**config.mk**
```make
export PLATFORM = sky130hd
export DESIGN_NAME = map_writer
export DESIGN_NICKNAME = d
export VERILOG_FILES = /design/src/rtl/map_writer.sv
export SDC_FILE = /design/constraint.sdc
export NUM_CORES = 2
export LEC_CHECK = 0
export ABC_AREA = 1
export CELL_PAD_IN_SITES_DETAIL_PLACEMENT = 1
export CELL_PAD_IN_SITES_GLOBAL_PLACEMENT = 1
export CORE_MARGIN = 4
export CORE_UTILIZATION = 51
export DETAILED_ROUTE_END_ITERATION = 16
export GPL_TIMING_DRIVEN = 1
export PLACE_DENSITY_LB_ADDON = 0.05
export SYNTH_ARGS = -nofsm -noshare
export SYNTH_HDL_FRONTEND = slang
export SYNTH_SLANG_ARGS = --single-unit
export TNS_END_PERCENT = 50
```
**constraint.sdc**
```tcl
create_clock -name clk -period 25.7 [get_ports clk]
set_input_delay 2.57 -clock clk [delete_from_list [all_inputs] [get_ports clk]]
set_output_delay 2.57 -clock clk [all_outputs]
set_load 0.02 [all_outputs]
```
**src/rtl/map_writer.sv**
```systemverilog
// -----------------------------------------------------------------------------
// map_writer
//
// Writable 32x32 one-bit-per-tile playfield map (pellets, doors, other mutable
// tiles). After reset, or when init_start is seen in IDLE, every row is filled
// with FILL, one row per clock. In IDLE, single-tile (SET/CLR/TOGGLE) and
// whole-row (ROWWR) commands are applied, and a running count of set tiles is
// kept. Two combinational read ports use the same row addressing as the static
// maze ROM.
//
// Column x of a row lives in bit (31-x): column 0 is the MSB, i.e. the leftmost
// screen tile.
//
// Ports:
//   clk         system clock, rising-edge active
//   reset_n     asynchronous active-low reset
//   addr_a/b    read row address for port A / B
//   out_a/b     row contents at addr_a / addr_b (combinational, no bypass)
//   cmd_valid   command present
//   cmd_ready   command can be accepted this cycle
//   cmd_op      00 SET, 01 CLR, 10 TOGGLE, 11 ROWWR
//   cmd_row     target row
//   cmd_col     target column (ignored for ROWWR)
//   cmd_data    new row value (ROWWR only)
//   init_start  request a refill with FILL (honoured in IDLE only)
//   busy        high while filling (state INIT); doubles as the state view
//   count       number of set tiles, 0..1024
//   empty       high when count == 0
//
// Handshake: a command transfers on a rising edge where cmd_valid && cmd_ready
// are both high; cmd_ready never depends on cmd_valid, and a master holding
// cmd_valid must keep the command stable until that edge.
// -----------------------------------------------------------------------------
module map_writer #(
    parameter logic [31:0] FILL = 32'hFFFFFFFF
) (
    input  logic        clk,
    input  logic        reset_n,
    input  logic [4:0]  addr_a,
    input  logic [4:0]  addr_b,
    output logic [31:0] out_a,
    output logic [31:0] out_b,
    input  logic        cmd_valid,
    output logic        cmd_ready,
    input  logic [1:0]  cmd_op,
    input  logic [4:0]  cmd_row,
    input  logic [4:0]  cmd_col,
    input  logic [31:0] cmd_data,
    input  logic        init_start,
    output logic        busy,
    output logic [10:0] count,
    output logic        empty
);

    localparam logic [0:0] ST_INIT = 1'b0;
    localparam logic [0:0] ST_IDLE = 1'b1;

    localparam logic [1:0] OP_SET    = 2'b00;
    localparam logic [1:0] OP_CLR    = 2'b01;
    localparam logic [1:0] OP_TOGGLE = 2'b10;
    localparam logic [1:0] OP_ROWWR  = 2'b11;

    logic [0:0]  state;
    logic [4:0]  r;
    logic [10:0] count_q;
    logic [31:0] mem [32];

    function automatic logic [5:0] popcount32(input logic [31:0] v);
        logic [5:0] c;
        c = '0;
        for (int i = 0; i < 32; i++) begin
            c = c + {5'b0, v[i]};
        end
        return c;
    endfunction

    logic        accept;
    logic [31:0] old_row;
    logic [31:0] new_row;
    logic [31:0] col_mask;
    logic [5:0]  pop_old;
    logic [5:0]  pop_new;
    logic [5:0]  fill_pop;
    logic [10:0] delta;
    logic        wr_en;
    logic [4:0]  wr_row;
    logic [31:0] wr_data;

    assign cmd_ready = (state == ST_IDLE) && !init_start;
    assign accept    = cmd_valid && cmd_ready;
    assign busy      = (state == ST_INIT);
    assign count     = count_q;
    assign empty     = (count_q == 11'd0);
    assign out_a     = mem[addr_a];
    assign out_b     = mem[addr_b];
    assign fill_pop  = popcount32(FILL);

    // Read-modify-write reads the registered row directly; a command in the
    // previous cycle has already been written, so no forwarding is needed.
    assign old_row  = mem[cmd_row];
    assign col_mask = 32'h8000_0000 >> cmd_col;

    always_comb begin
        new_row = old_row;
        case (cmd_op)
            OP_SET:    new_row = old_row | col_mask;
            OP_CLR:    new_row = old_row & ~col_mask;
            OP_TOGGLE: new_row = old_row ^ col_mask;
            OP_ROWWR:  new_row = cmd_data;
            default:   new_row = old_row;
        endcase
    end

    // One delta formula covers every op: for bit ops the popcounts differ by
    // at most one. The 11-bit two's-complement difference wraps correctly
    // when added to count.
    assign pop_old = popcount32(old_row);
    assign pop_new = popcount32(new_row);
    assign delta   = {5'b0, pop_new} - {5'b0, pop_old};

    always_comb begin
        wr_en   = 1'b0;
        wr_row  = cmd_row;
        wr_data = new_row;
        if (state == ST_INIT) begin
            wr_en   = 1'b1;
            wr_row  = r;
            wr_data = FILL;
        end else if (accept) begin
            wr_en   = 1'b1;
        end
    end

    // Array has no reset; its contents are defined only once INIT completes.
    always_ff @(posedge clk) begin
        if (wr_en) begin
            mem[wr_row] <= wr_data;
        end
    end

    always_ff @(posedge clk or negedge reset_n) begin
        if (!reset_n) begin
            state   <= ST_INIT;
            r       <= 5'd0;
            count_q <= 11'd0;
        end else if (state == ST_INIT) begin
            // init_start is deliberately ignored here: no restart mid-fill.
            r       <= r + 5'd1;
            count_q <= count_q + {5'b0, fill_pop};
            if (r == 5'd31) begin
                state <= ST_IDLE;
            end
        end else begin
            if (init_start) begin
                state   <= ST_INIT;
                r       <= 5'd0;
                count_q <= 11'd0;
            end else if (accept) begin
                count_q <= count_q + delta;
            end
        end
    end

endmodule
```
==> run summary <==
post-DP HPWL: 174,300 microns
Setup crit end kind: flop
vias in the first global route: 69.56k
RePlAce Congestion: 0.9758
drt initial violations: 9,489
Worst setup startpoint: cmd_row[0]
status: finished with violations
max_cap viols: 2
f_max: 69.70 MHz
final worst path period share: 55.82%
cell area after synthesis: 66,750 sq um
most frequent cells in the layout: 3,500 x nand2_1, 1,317 x nand3_1, 1,024 x edfxtp_1
worst min-delay path category: flop to flop
total number of vias: 68.69k
Mapped Avg Cell Area: 7.655 sq um
#FFs+latches synth: 1,041
all-layer global routing usage: 44.06%
TNS Setup: 0 ns
router iterations before antenna repair: 8
drt total wl: 307,900 microns
placed insts: 10.05k
Required @ worst endpoint: 26.35 ns
CP peak stage delay: 0.88 ns
slowest library cell on the worst path: buf_4
leading cell type in the layout, fill and taps excluded: nand2_1
Clock Latency Late Sink: 0.76 ns
Multi-input gate area: 31,740 sq um
post-CTS setup buffers: 0
IO Pins: 136
PwrDens: 151.3 nW/um^2
clock slew at reported path FFs: 0.06 ns
core footprint: 129,800 sq um
Crit path top cell by count: nand2_1
syn nets: 8,924
RR Startpoint: mem[24][11]$_DFFE_PP_
Synth Warn #: 0
slew margin rel.: -1.713%
cts bufs inserted: 118
antenna violations before repair: 14
htree depth: 3
failing checks: capacitance limit, slew limit
Synth Flop Type: edfxtp_1
die area: 136,700 sq um
Post-CTS Resized: 0
Worst setup SP type: input pin
Final Non-Filler Cells: 10.27k
min Tclk post-route: 14.35 ns
Async SR Flop Fraction: 1.633%
Setup CP Type: input pin to flop
first-pass GRT wire length: 450,800 microns
largest net degree at the start of global routing: 168
maximum clock path buffer count: 3
area grow syn2layout: 7.773%
clock skew: 0.03564 ns
Slew Limit Fails: 36
Final Cell Area: 71,940 sq um
min-delay src: r[1]$_DFFE_PN0N_
placed cell areas: 68,210 sq um
Slew @ Worst Pin: 1.522 ns
number of fill cells: 15.99k
Cells after Synth: 8,720
CTS tree: built
register area: 31,170 sq um
total power: 0.01088 W
gr ovfl total: 0
Port Buffers: 135
RSZ-0062 raised after global routing: false
Critical Path Fanout Max: 67
share of layout cells above drive strength 1: 4.426%
Die Ht: 369.8 microns
wire length per cell: 29.99 microns
ANT nets after route: 0
Post-synth EDFFs: 1,024
final hold violations: 0
Final setup viols: 0
clock root buffer: clkbuf_16
Data arrival, critical path: 15.00 ns
Die X: 369.8 microns
CTS sink cnt: 1,041
# DRC: 0
via density per instance: 6.689
leakage: 29.17 nW
number of distinct library cells after synthesis: 41
post-synthesis sequential area ratio: 46.70%
maximum vdd drop: 0.7385 mV
starting density of the core: 51.42%
row count: 132
Layout Nets: 8,627
# hold bufs at CTS: 0
-- cell type report --
cell class / instances / area share, %
multi-input cells: 6830 / 44.11
repair buffers: 265 / 3.338
clock buffers: 144 / 4.383
diodes: 10 / 0.03478
well taps: 1742 / 3.030
inverters: 167 / 1.004
flip-flops and latches: 1041 / 43.33
clock inverters: 70 / 0.7635
-- per-layer routing --
layer  track usage (%)  wire, microns  part of all wire (%)
met1             56.83         113300                    37
met2             66.91         133000                    43
met3             11.36          40380                    13
met4             26.44          21220                   6.9
met5                 0             49                 0.016
-- synth_stat cells (18+ instances only) --
cell type / number / area, sq um
fa_1: 56 / 1121
edfxtp_1: 1024 / 30750
o31ai_1: 256 / 1922
ha_1: 90 / 1126
or2_2: 18 / 112.6
a21oi_1: 596 / 2983
clkbuf_1: 256 / 960.9
nor2_1: 583 / 2188
nand3_1: 1317 / 6591
buf_2: 275 / 1376
inv_1: 160 / 600.6
buf_4: 47 / 352.8
nand2_1: 3501 / 13140
nand4_1: 27 / 168.9
buf_6: 44 / 495.5
o21ai_0: 282 / 1411
o21ai_1: 39 / 195.2
buf_1: 57 / 214.0
-- registers in the layout (all words and copies together) (netlist names) --
register	cells
mem	1024
count	11
r	5
state	1
-- worst max-delay path: cells and delay by family --
kind,cells,cell delay [ns]
compound gates,4,0.78
simple gates,17,2.07
fa+ha+maj,12,5.38
buf+inv,12,3.96
-- logic make-up (layout without fill, tap and decap cells) --
kind of cell	after synthesis	in the layout	synth area share, %
AO/OA/AOI/OAI	1218	1218	10.32
AND/OR/NAND/NOR	5456	5456	33.36
adder cells (fa/ha/maj)	146	146	3.366
multiplexers	1	1	0.01500
flip-flops	1041	1041	46.70
other	0	10	0
XOR/XNOR	9	9	0.1181
buffers and inverters	849	646	6.122
-- report_power, final --
group          switching [W]  leakage [nW]  internal, W
Sequential          0.000114          8.17      0.00216
Clock               0.000736          1.82     0.000942
Combinational        0.00462          19.2      0.00231
Total                0.00547          29.2      0.00541
-- path summary, 6_finish.rpt --
kind,end,slack [ns],cells after the start
setup / recovery,count[9]$_DFFE_PN0N_,11.35,45
hold / removal,r[1]$_DFFE_PN0N_,0.56,1
max in group asynchronous,count[4]$_DFFE_PN0P_,22.76,1
setup reg to reg,count[9]$_DFFE_PN0N_,16.30,39
min in group asynchronous,count[7]$_DFFE_PN0N_,2.36,1
hold reg to reg,r[1]$_DFFE_PN0N_,0.56,1
-- through the flow --
stage,hold slack [ns],util (%),setup WS [ns]
floorplan,0.4887,-,14.89
global placement,0.5369,52.54,11.21
detailed placement,0.5430,52.54,10.99
CTS,0.5570,55.40,11.75
global route,0.5856,55.40,10.82
finish,0.5614,55.42,11.35
Note: power is estimated with default switching activity, not from simulation.
